`src/rtl/pc_gen_pkg.sv`:
```
// pc_gen_pkg: shared defaults and types for the fetch address generator.
//   PC_XLEN_DEF   default PC width
//   RESET_VEC_DEF default reset fetch address
//   PC_INC        sequential fetch increment (bytes)
//   btb_entry_t   one BTB line {valid, tag, target}. Tag and target are held at
//                 the default PC width; narrower configurations zero-extend into them.
package pc_gen_pkg;

  localparam int          PC_XLEN_DEF   = 32;
  localparam logic [31:0] RESET_VEC_DEF = 32'h0000_0000;
  localparam int          PC_INC        = 4;

  typedef struct packed {
    logic                   valid;
    logic [PC_XLEN_DEF-1:0] tag;
    logic [PC_XLEN_DEF-1:0] target;
  } btb_entry_t;

endpackage

```
`src/rtl/pc_gen_unit_btb.sv`:
```
// pc_btb: direct-mapped branch target buffer.
//   i_clk, i_rst        clock / async active-high reset (clears every line)
//   i_lookup_pc         fetch PC, looked up combinationally
//   o_hit, o_target     lookup result (pre-update contents on a same-cycle write)
//   i_upd_*             resolved-branch update from execute, applied at posedge
// Index = pc[IDX+1:2], tag = pc[XLEN-1:IDX+2].
module pc_btb
  import pc_gen_pkg::*;
#(
  parameter int XLEN      = PC_XLEN_DEF,
  parameter int BTB_DEPTH = 16
) (
  input  logic            i_clk,
  input  logic            i_rst,
  input  logic [XLEN-1:0] i_lookup_pc,
  output logic            o_hit,
  output logic [XLEN-1:0] o_target,
  input  logic            i_upd_valid,
  input  logic [XLEN-1:0] i_upd_pc,
  input  logic [XLEN-1:0] i_upd_target,
  input  logic            i_upd_taken
);

  localparam int IDX = $clog2(BTB_DEPTH);

  btb_entry_t tbl [BTB_DEPTH];

  logic [IDX-1:0]         lk_idx, up_idx;
  logic [PC_XLEN_DEF-1:0] lk_tag, up_tag;

  // Shifts rather than part-selects so every PC bit feeds the tag/index math.
  assign lk_idx = IDX'(i_lookup_pc >> 2);
  assign up_idx = IDX'(i_upd_pc >> 2);
  assign lk_tag = PC_XLEN_DEF'(i_lookup_pc >> (IDX + 2));
  assign up_tag = PC_XLEN_DEF'(i_upd_pc >> (IDX + 2));

  assign o_hit    = tbl[lk_idx].valid && (tbl[lk_idx].tag == lk_tag);
  assign o_target = XLEN'(tbl[lk_idx].target);

  always_ff @(posedge i_clk or posedge i_rst) begin
    if (i_rst) begin
      for (int i = 0; i < BTB_DEPTH; i++) tbl[i] <= '0;
    end else if (i_upd_valid) begin
      if (i_upd_taken) begin
        tbl[up_idx].valid  <= 1'b1;
        tbl[up_idx].tag    <= up_tag;
        tbl[up_idx].target <= PC_XLEN_DEF'(i_upd_target);
      end else if (tbl[up_idx].tag == up_tag) begin
        // Not-taken only evicts our own line; an alias is left alone.
        tbl[up_idx].valid <= 1'b0;
      end
    end
  end

endmodule

```
`src/rtl/pc_gen_unit.sv`:
```
// pc_gen_unit: fetch PC register with stall hold, trap/redirect steering and
// optional BTB next-PC prediction.
//   i_clk, i_rst                    clock / async active-high reset
//   i_stall                         hold PC and flags
//   i_trap_valid, i_trap_vec        highest-priority redirect
//   i_redir_valid, i_redir_pc       execute mispredict redirect
//   i_upd_valid/pc/target/taken     BTB training from execute
//   o_pc, o_pc_valid                fetch address and its validity
//   o_pred_taken                    o_pc came from a BTB hit
//   o_misalign                      o_pc came from a target with nonzero [1:0]
// Build option: define PC_GEN_BTB_EN to include the BTB; otherwise prediction
// is absent and the update port is ignored.
module pc_gen_unit
  import pc_gen_pkg::*;
#(
  parameter int              XLEN      = PC_XLEN_DEF,
  parameter logic [XLEN-1:0] RESET_VEC = RESET_VEC_DEF,
  parameter int              BTB_DEPTH = 16
) (
  input  logic            i_clk,
  input  logic            i_rst,
  input  logic            i_stall,
  input  logic            i_trap_valid,
  input  logic [XLEN-1:0] i_trap_vec,
  input  logic            i_redir_valid,
  input  logic [XLEN-1:0] i_redir_pc,
  input  logic            i_upd_valid,
  input  logic [XLEN-1:0] i_upd_pc,
  input  logic [XLEN-1:0] i_upd_target,
  input  logic            i_upd_taken,
  output logic [XLEN-1:0] o_pc,
  output logic            o_pc_valid,
  output logic            o_pred_taken,
  output logic            o_misalign
);

  logic [XLEN-1:0] pc_q, pc_n;
  logic            vld_q, pred_q, pred_n, mis_q, mis_n;
  logic            btb_hit;
  logic [XLEN-1:0] btb_target;

`ifdef PC_GEN_BTB_EN
  pc_btb #(.XLEN(XLEN), .BTB_DEPTH(BTB_DEPTH)) u_btb (
    .i_clk        (i_clk),
    .i_rst        (i_rst),
    .i_lookup_pc  (pc_q),
    .o_hit        (btb_hit),
    .o_target     (btb_target),
    .i_upd_valid  (i_upd_valid),
    .i_upd_pc     (i_upd_pc),
    .i_upd_target (i_upd_target),
    .i_upd_taken  (i_upd_taken)
  );
`else
  logic unused_upd;
  assign unused_upd = ^{i_upd_valid, i_upd_pc, i_upd_target, i_upd_taken};
  assign btb_hit    = 1'b0;
  assign btb_target = '0;
`endif

  // Priority: trap > redirect > stall > BTB hit > sequential.
  always_comb begin
    pc_n   = pc_q + XLEN'(PC_INC);
    pred_n = 1'b0;
    mis_n  = 1'b0;
    if (i_trap_valid) begin
      pc_n  = {i_trap_vec[XLEN-1:2], 2'b00};
      mis_n = |i_trap_vec[1:0];
    end else if (i_redir_valid) begin
      pc_n  = {i_redir_pc[XLEN-1:2], 2'b00};
      mis_n = |i_redir_pc[1:0];
    end else if (i_stall) begin
      pc_n   = pc_q;
      pred_n = pred_q;
      mis_n  = mis_q;
    end else if (btb_hit) begin
      pc_n   = btb_target;
      pred_n = 1'b1;
    end
  end

  always_ff @(posedge i_clk or posedge i_rst) begin
    if (i_rst) begin
      pc_q   <= RESET_VEC;
      vld_q  <= 1'b0;
      pred_q <= 1'b0;
      mis_q  <= 1'b0;
    end else if (!vld_q) begin
      // First edge out of reset only validates RESET_VEC; no advance yet.
      vld_q <= 1'b1;
    end else begin
      pc_q   <= pc_n;
      pred_q <= pred_n;
      mis_q  <= mis_n;
    end
  end

  assign o_pc         = pc_q;
  assign o_pc_valid   = vld_q;
  assign o_pred_taken = pred_q;
  assign o_misalign   = mis_q;

endmodule

```
`config.mk`:
```
export PLATFORM = sky130hd
export DESIGN_NAME = pc_gen_unit
export DESIGN_NICKNAME = d
export VERILOG_FILES = /design/src/rtl/pc_gen_pkg.sv /design/src/rtl/pc_gen_unit_btb.sv /design/src/rtl/pc_gen_unit.sv
export SDC_FILE = /design/constraint.sdc
export NUM_CORES = 1
export LEC_CHECK = 0
export CAP_MARGIN = 20
export CELL_PAD_IN_SITES_DETAIL_PLACEMENT = 1
export CELL_PAD_IN_SITES_GLOBAL_PLACEMENT = 1
export CORE_MARGIN = 2
export CORE_UTILIZATION = 23
export DETAILED_ROUTE_END_ITERATION = 7
export GPL_ROUTABILITY_DRIVEN = 0
export PLACE_DENSITY_LB_ADDON = 0.1
export SKIP_CTS_REPAIR_TIMING = 1
export SYNTH_ARGS = -nofsm -noshare
export SYNTH_HDL_FRONTEND = slang
export SYNTH_SLANG_ARGS = --single-unit
```
`constraint.sdc`:
```
create_clock -name i_clk -period 2.2 [get_ports i_clk]
set_clock_uncertainty 0.05 [all_clocks]
set_input_delay 0.44 -clock i_clk [delete_from_list [all_inputs] [get_ports i_clk]]
set_output_delay 0.44 -clock i_clk [all_outputs]
set_load 0.02 [all_outputs]
```
==> results of run 1 <==
power groups by stage:
stage / sequential [mW] / clock [mW] / combinational (mW)
2_1_floorplan: 0.899 / 0 / 0.291
3_3_place_gp: 0.807 / 0 / 0.857
3_5_place_dp: 0.808 / 0 / 0.865
4_1_cts: 0.798 / 0.509 / 0.869
5_1_grt: 0.817 / 0.541 / 0.934
6_report: 0.799 / 0.495 / 0.857
Yosys cell counts (2+ instances only):
library cell  count
and4_2            2
nor3_1            2
nor2b_1           2
buf_1             4
dfrtp_1          32
nand4_1           5
a22oi_1           5
nand2_1          28
and4_1            3
a2bb2oi_1         2
nor2_1           15
o21a_1            2
o211ai_1          4
nand4_2           2
mux2i_1           4
buf_4             3
a31oi_1           7
o311ai_0          3
nand2b_1          5
buf_2             4
o31ai_1           4
a41o_1            2
nand3_1          14
conb_1            2
a21oi_1          45
inv_1             8
clkbuf_1         11
o21ai_0          22
o21ai_1           5
and3_1            5
o22a_1            6
o22ai_1          10
o31a_1            2
cell families (layout without fill, tap and decap cells):
logic type | after synthesis | after routing | share of synthesized area [%]
AO/OA/AOI/OAI | 128 | 128 | 34.22
adder cells (fa/ha/maj) | 1 | 1 | 0.5405
buffers and inverters | 31 | 152 | 5.729
flip-flops | 32 | 32 | 34.59
multiplexers | 4 | 4 | 1.730
other | 2 | 4 | 0.3244
AND/OR/NAND/NOR | 92 | 92 | 22.87
worst max-delay path by stage:
stage	startpoint	endpoint	slack (ns)
6_report	o_pc[3]	o_pc[22]	0.17
5_1_grt	o_pc[3]	o_pc[22]	0.04
4_1_cts	o_pc[3]	o_pc[22]	0.15
3_5_place_dp	i_redir_valid	o_pc[31]	-0.03
3_3_place_gp	i_redir_valid	o_pc[31]	-0.02
2_1_floorplan	o_pc[2]	o_pc[22]	0.25
routing by layer:
layer  global-route usage [%]  up-vias  wire length [um]
met1                    24.40     1334              4494
met3                    3.759        8               434
met2                    31.23       71              4612
met4                    3.185        0                73
li1                         -     1341                 -
met5                        0        -                 0
flip-flops by register name (all words and copies together), names as in the netlist:
register and count:
o_misalign 1, o_pc_valid 1, o_pc 30
cell type report:
class                      instances  area share, %
multi-input combinational        229          37.04
timing repair buffer             135          33.94
sequential                        32          21.30
tap                              133          4.426
clock buffer                       8          2.396
inverter                           9         0.8985
stage by stage:
step / power [mW] / hold slack (ns) / setup TNS (ns) / cell area, sq um
2_1_floorplan: 1.190 / 0.5062 / 0 / 2322
3_3_place_gp: 1.664 / 0.4329 / -0.02113 / 3670
3_5_place_dp: 1.673 / 0.4443 / -0.1074 / 3670
4_1_cts: 2.176 / 0.4602 / 0 / 3760
5_1_grt: 2.292 / 0.4905 / 0 / 3760
6_report: 2.150 / 0.4532 / 0 / 3760
==> results.md, run 1 <==
- Status: finished, final reports clean
- Final hold viol count: 0
- Hold Crit Class: reg -> reg
- Clk Latency, worst-skew pair: 0.29 ns
- Fmax: 493.6 MHz
- Hold Crit Depth: 1
- Die Wd: 104.3 um
- Via/cell ratio: slightly above 5
- Syn_area_per_cell: 7.982 sq um
- Post-synth top area share: between 30% and 40%
- Seq. cell area: around 800 sq um
- Nets: about 550
- Vias: roughly 2800
- Die area: about 11000 sq um
- WL per Instance: about 18 um
- Rows: 36
- Routed Antenna Nets: 0
- Final Cycle Share: between 90 and 100%
- Synth async-reset ratio: between 90% and 100%
- CTS tree: built
- Worst R2R Start: o_pc[3]
- Cell accounting for the most synthesized area: dfrtp_1
- MaxCap Viol Count: 0
- CTS root buf: clkbuf_8
- Pins Over Slew Limit: 0
- Placed Cells: 538
- Post-Syn Area: ~2300 sq um
- Largest net degree at the start of global routing: 33
- Clock period minus worst slack: 2.026 ns
- Final setup violation count: 0
- Combinational power share: approximately two fifths
- DR iter-0 viols: 73
- H-tree lvl count: 2
- Place WS: -0.03437 ns
- Int Power: 1.366 mW
- Mapped Cells: 290
- Final worst slack: 0.1740 ns
- Cell variety after synth: between 50 and 60
- RSZ-0062 raised after global routing: no
- CP Class: reg -> reg
- Critical path launch point type: flop
- Worst reg-to-reg path cell count: 6
- Ant diodes: 0
- Vias in the first global route: ~3000
- Slowest CP cell: or3_1
- Drt pass-1 iters: 4
- Sequential fraction of the synthesis area: 34.59%
- First-pass GRT wire length: between 15 and 20 mm
- Most common cell after layout, fill and taps aside: clkdlybuf4s50_1
- Sw power: ~0.78 mW
- Area contributors post-synth: dfrtp_1, a21oi_1, o21ai_0
- IO Pins: 170
- Die Ht: ~100 um
- Hold Path Sink: o_misalign
- IO Port Bufs: 100
- Critical path's most frequent cell: a21oi_1
- Area grow syn2layout: 62.43%
- CTS max path bufs: 2
- DRT Wirelength: a little under 10 mm
- All-Layer GR Usage: a little under a fifth
- Switching share of power: 36.48%
- Crit. End Element: flop
- Initial core utilization: between 20% and 30%
- Power per Cell Area: 571.9 nW/um^2
- Synthesis Warnings: 0
- Post-synthesis register bit count: 32
- Antenna violations before repair: 0
- Area taken by multi-input logic gates: around 1400 sq um
- Core footprint: approximately 9800 sq um
- Crit path buf inv count: 0
- Worst Path Required: between 2 and 2.5 ns
- HPWL Detailed: roughly 7.4 mm
- DRC: 0
- Flop pwr share: between 30% and 40%
- Filler cells: roughly 1200
- Static Leak: between 1 and 1.5 nW
- Worst stage delay on the critical path: approximately 0.51 ns
- Grt ovf: 0
- Most frequent cells in the layout: clkdlybuf4s50_1, a21oi_1, buf_4
- Hold_sp: o_misalign
- Share of cells above drive strength 1: 12.83%
- Clock power share: a little under a quarter
- Cell Chain, Critical Path: ha_1, nand4_2, or3_1, o31ai_1, a21oi_1, a21oi_1
- Num CTS Buffers: 5
- Layout Cells excl Fill: roughly 550
- CTS Sinks: 32
- Number of flops mapped to enable cells by yosys: 0
- Top_reg_cell synth: dfrtp_1
- R2r setup slk: roughly 0.17 ns
- Arr. time, crit path: 2.20 ns
- Core Util, Final: 38.47%
- CTS clock-pin slew for the worst setup and hold paths: around 0.070 ns
- Crit path depth: 6
- Worst-path maximum fanout: 6
- Peak VDD IR: 0.1939 mV
- RR Endpoint: o_pc[22]
- Crit path max-delay family: simple AND/OR/NAND/NOR gates
(Power assumes the default switching activity.)
==> inputs of run 2 (changes only) <==
==> constraint.sdc (replaced) <==
create_clock -name i_clk -period 2.2 [get_ports i_clk]
set_clock_uncertainty 0.05 [all_clocks]
set_input_delay 0.44 -clock i_clk [delete_from_list [all_inputs] [get_ports i_clk]]
set_output_delay 0.44 -clock i_clk [all_outputs]
set_load 0.005 [all_outputs]
==> run 2 against run 1 <==
  * Sequential power barely moved
  * Power is 5.3% lower
  * Clock power barely moved
  * Worst setup slack improved by 0.030 ns
  * Combinational power fell by 13%
  * Worst hold slack got worse by 0.0020 ns
  * Non-clock buffer count decreased by 1
  * Critical path depth unchanged
  * Core utilization fell by 0.077 points
  * Global-route usage fell by 0.19 points
  * Design area is 0.20% lower
  * Largest cell class unchanged
  * Highest routed layer unchanged
==> results.md, run 2 (synthesis results as in run 1) <==
- MaxCap Viol Count: 0 (unchanged)
- Arr. time, crit path: 2.16 ns (-0.04 ns)
- Status: finished, final reports clean
- Final worst slack: 0.2039 ns (+0.02991 ns)
- Via/cell ratio: 5.112 (+1.3%)
- Die area: 10880 sq um (unchanged)
- Share of cells above drive strength 1: 12.62% (-0.21 points)
- RR Endpoint: o_pc[22]
- Post-layout total power: 2.035 mW (-5.3%)
- Place WS: -0.02524 ns (+0.009130 ns)
- Largest net degree at the start of global routing: 33 (unchanged)
- Layout Cells excl Fill: 545 (-0.18%)
- Antenna violations before repair: 0 (unchanged)
- Die Ht: 104.3 um (unchanged)
- CTS clock-pin slew for the worst setup and hold paths: 0.07 ns (about the same)
- DRT Wirelength: 9.548 mm (-0.70%)
- CP Class: reg -> reg
- Crit. End Element: flop
- Critical path launch point type: flop
- Area taken by multi-input logic gates: 1393 sq um (unchanged)
- Hold Crit Class: reg -> reg
- Flop pwr share: 39.3% (+2.2 points)
- First-pass GRT wire length: 16.06 mm (-0.89%)
- Core footprint: 9774 sq um (unchanged)
- HPWL Detailed: 7.394 mm (+0.31%)
- Seq. cell area: 800.8 sq um (unchanged)
- Hold_sp: o_misalign
- CTS tree: built
- Ant diodes: 0 (unchanged)
- Largest register FFs: 30 (unchanged)
- Placed Cells: 537 (-0.19%)
- Initial core utilization: 23.68% (unchanged)
- Fmax: 501.0 MHz (+1.5%)
- Final Cycle Share: 90.73% (-1.4 points)
- Clock power share: 24.2% (+1.2 points)
- Die Wd: 104.3 um (unchanged)
- Core Util, Final: 38.39% (-0.077 points)
- Worst-path maximum fanout: 6 (unchanged)
- H-tree lvl count: 2 (unchanged)
- CTS max path bufs: 2 (unchanged)
- CTS Sinks: 32 (unchanged)
- Hold Crit Depth: 1 (unchanged)
- Final hold viol count: 0 (unchanged)
- Pins Over Slew Limit: 0 (unchanged)
- RSZ-0062 raised after global routing: no
- Sw power: 0.6750 mW (-14%)
- Setup TNS: 0 ns (unchanged)
- Filler cells: 1185 (+1.3%)
- Most common cell after layout, fill and taps aside: clkdlybuf4s50_1
- DRC: 0 (unchanged)
- DR iter-0 viols: 92 (+26%)
- Nets: 547 (-0.18%)
- Hold Path Sink: o_misalign
- CTS root buf: clkbuf_8
- Worst reg-to-reg path cell count: 6 (unchanged)
- Combinational power share: 36.5% (-3.3 points)
- Vias in the first global route: 2973 (-0.83%)
- All-Layer GR Usage: 18.22% (-0.19 points)
- Worst R2R Start: o_pc[3]
- Worst Hold Slack: 0.4513 ns (-0.001970 ns)
- Worst Path Required: 2.37 ns (about the same)
- Routed Antenna Nets: 0 (unchanged)
- WL per Instance: 17.52 um (-0.51%)
- Int Power: 1.361 mW (-0.39%)
- Area grow syn2layout: 62.11%
- IO Pins: 170 (unchanged)
- Grt ovf: 0 (unchanged)
- R2r setup slk: 0.20 ns (+0.03 ns)
- Clock period minus worst slack: 1.996 ns (-0.02991 ns)
- Final setup violation count: 0 (unchanged)
- Placed Area: 3662 sq um (-0.20%)
- Static Leak: 1.475 nW (-0.32%)
- IO Port Bufs: 100 (unchanged)
- Switching share of power: 33.16% (-3.3 points)
- Power per Cell Area: 542.5 nW/um^2 (-5.2%)
- Most frequent cells in the layout: clkdlybuf4s50_1, a21oi_1, buf_4
- Vias: 2786 (+1.2%)
- Clk Latency, worst-skew pair: 0.29 ns (about the same)
- Drt pass-1 iters: 4 (unchanged)
- Num CTS Buffers: 5 (unchanged)
- Finished Cell Area: 3752 sq um (-0.20%)
- Peak VDD IR: 0.2020 mV (+4.2%)
- Rows: 36 (unchanged)
## run 2: changes by cell type in the layout (fill, tap and decap cells not counted), sizes merged
| cell | previous run | this run |
|---|---|---|
| buf | 35 | 34 |
## run 2: cell type report
type | count | area share, %
multi-input cells | 229 | 37.11
inverters | 9 | 0.9003
well taps | 133 | 4.435
repair buffers | 134 | 33.81
clock buffers | 8 | 2.401
flip-flops and latches | 32 | 21.34
## run 2: power groups by stage
stage                     Clock, mW  Combinational (mW)  Sequential, mW
after floorplan                   0               0.288           0.798
after global placement            0               0.742           0.810
after detailed placement          0               0.751           0.812
after CTS                     0.506               0.755           0.801
after global routing          0.523               0.823           0.819
final                         0.492               0.743           0.801
## run 2: worst max path at each step
stage	startpoint	to	slack [ns]	cells past startpoint
global route	o_pc[18]	o_pc[30]	0.03	5
global placement	i_redir_valid	o_pc[31]	-0.03	7
floorplan	o_pc[2]	o_pc[22]	0.37	6
detailed placement	i_redir_valid	o_pc[15]	-0.03	6
CTS	o_pc[18]	o_pc[30]	0.18	5
finish	o_pc[3]	o_pc[22]	0.20	6
## run 2: metal layers
| metal | part of all wire, % | global-route usage (%) | routed length (um) |
|---|---|---|---|
| met3 | 5.2 | 3.509 | 497 |
| met2 | 48 | 31.14 | 4576 |
| met4 | 0.62 | 2.896 | 59 |
| met5 | 0 | 0 | 0 |
| met1 | 46 | 24.16 | 4415 |
## run 2: worst max-delay path, stage by stage (launching register included)
cell and delay, ns:
dfrtp_1 0.44, ha_1 0.23, nand4_2 0.21, or3_1 0.50, o31ai_1 0.28, a21oi_1 0.10
a21oi_1 0.11
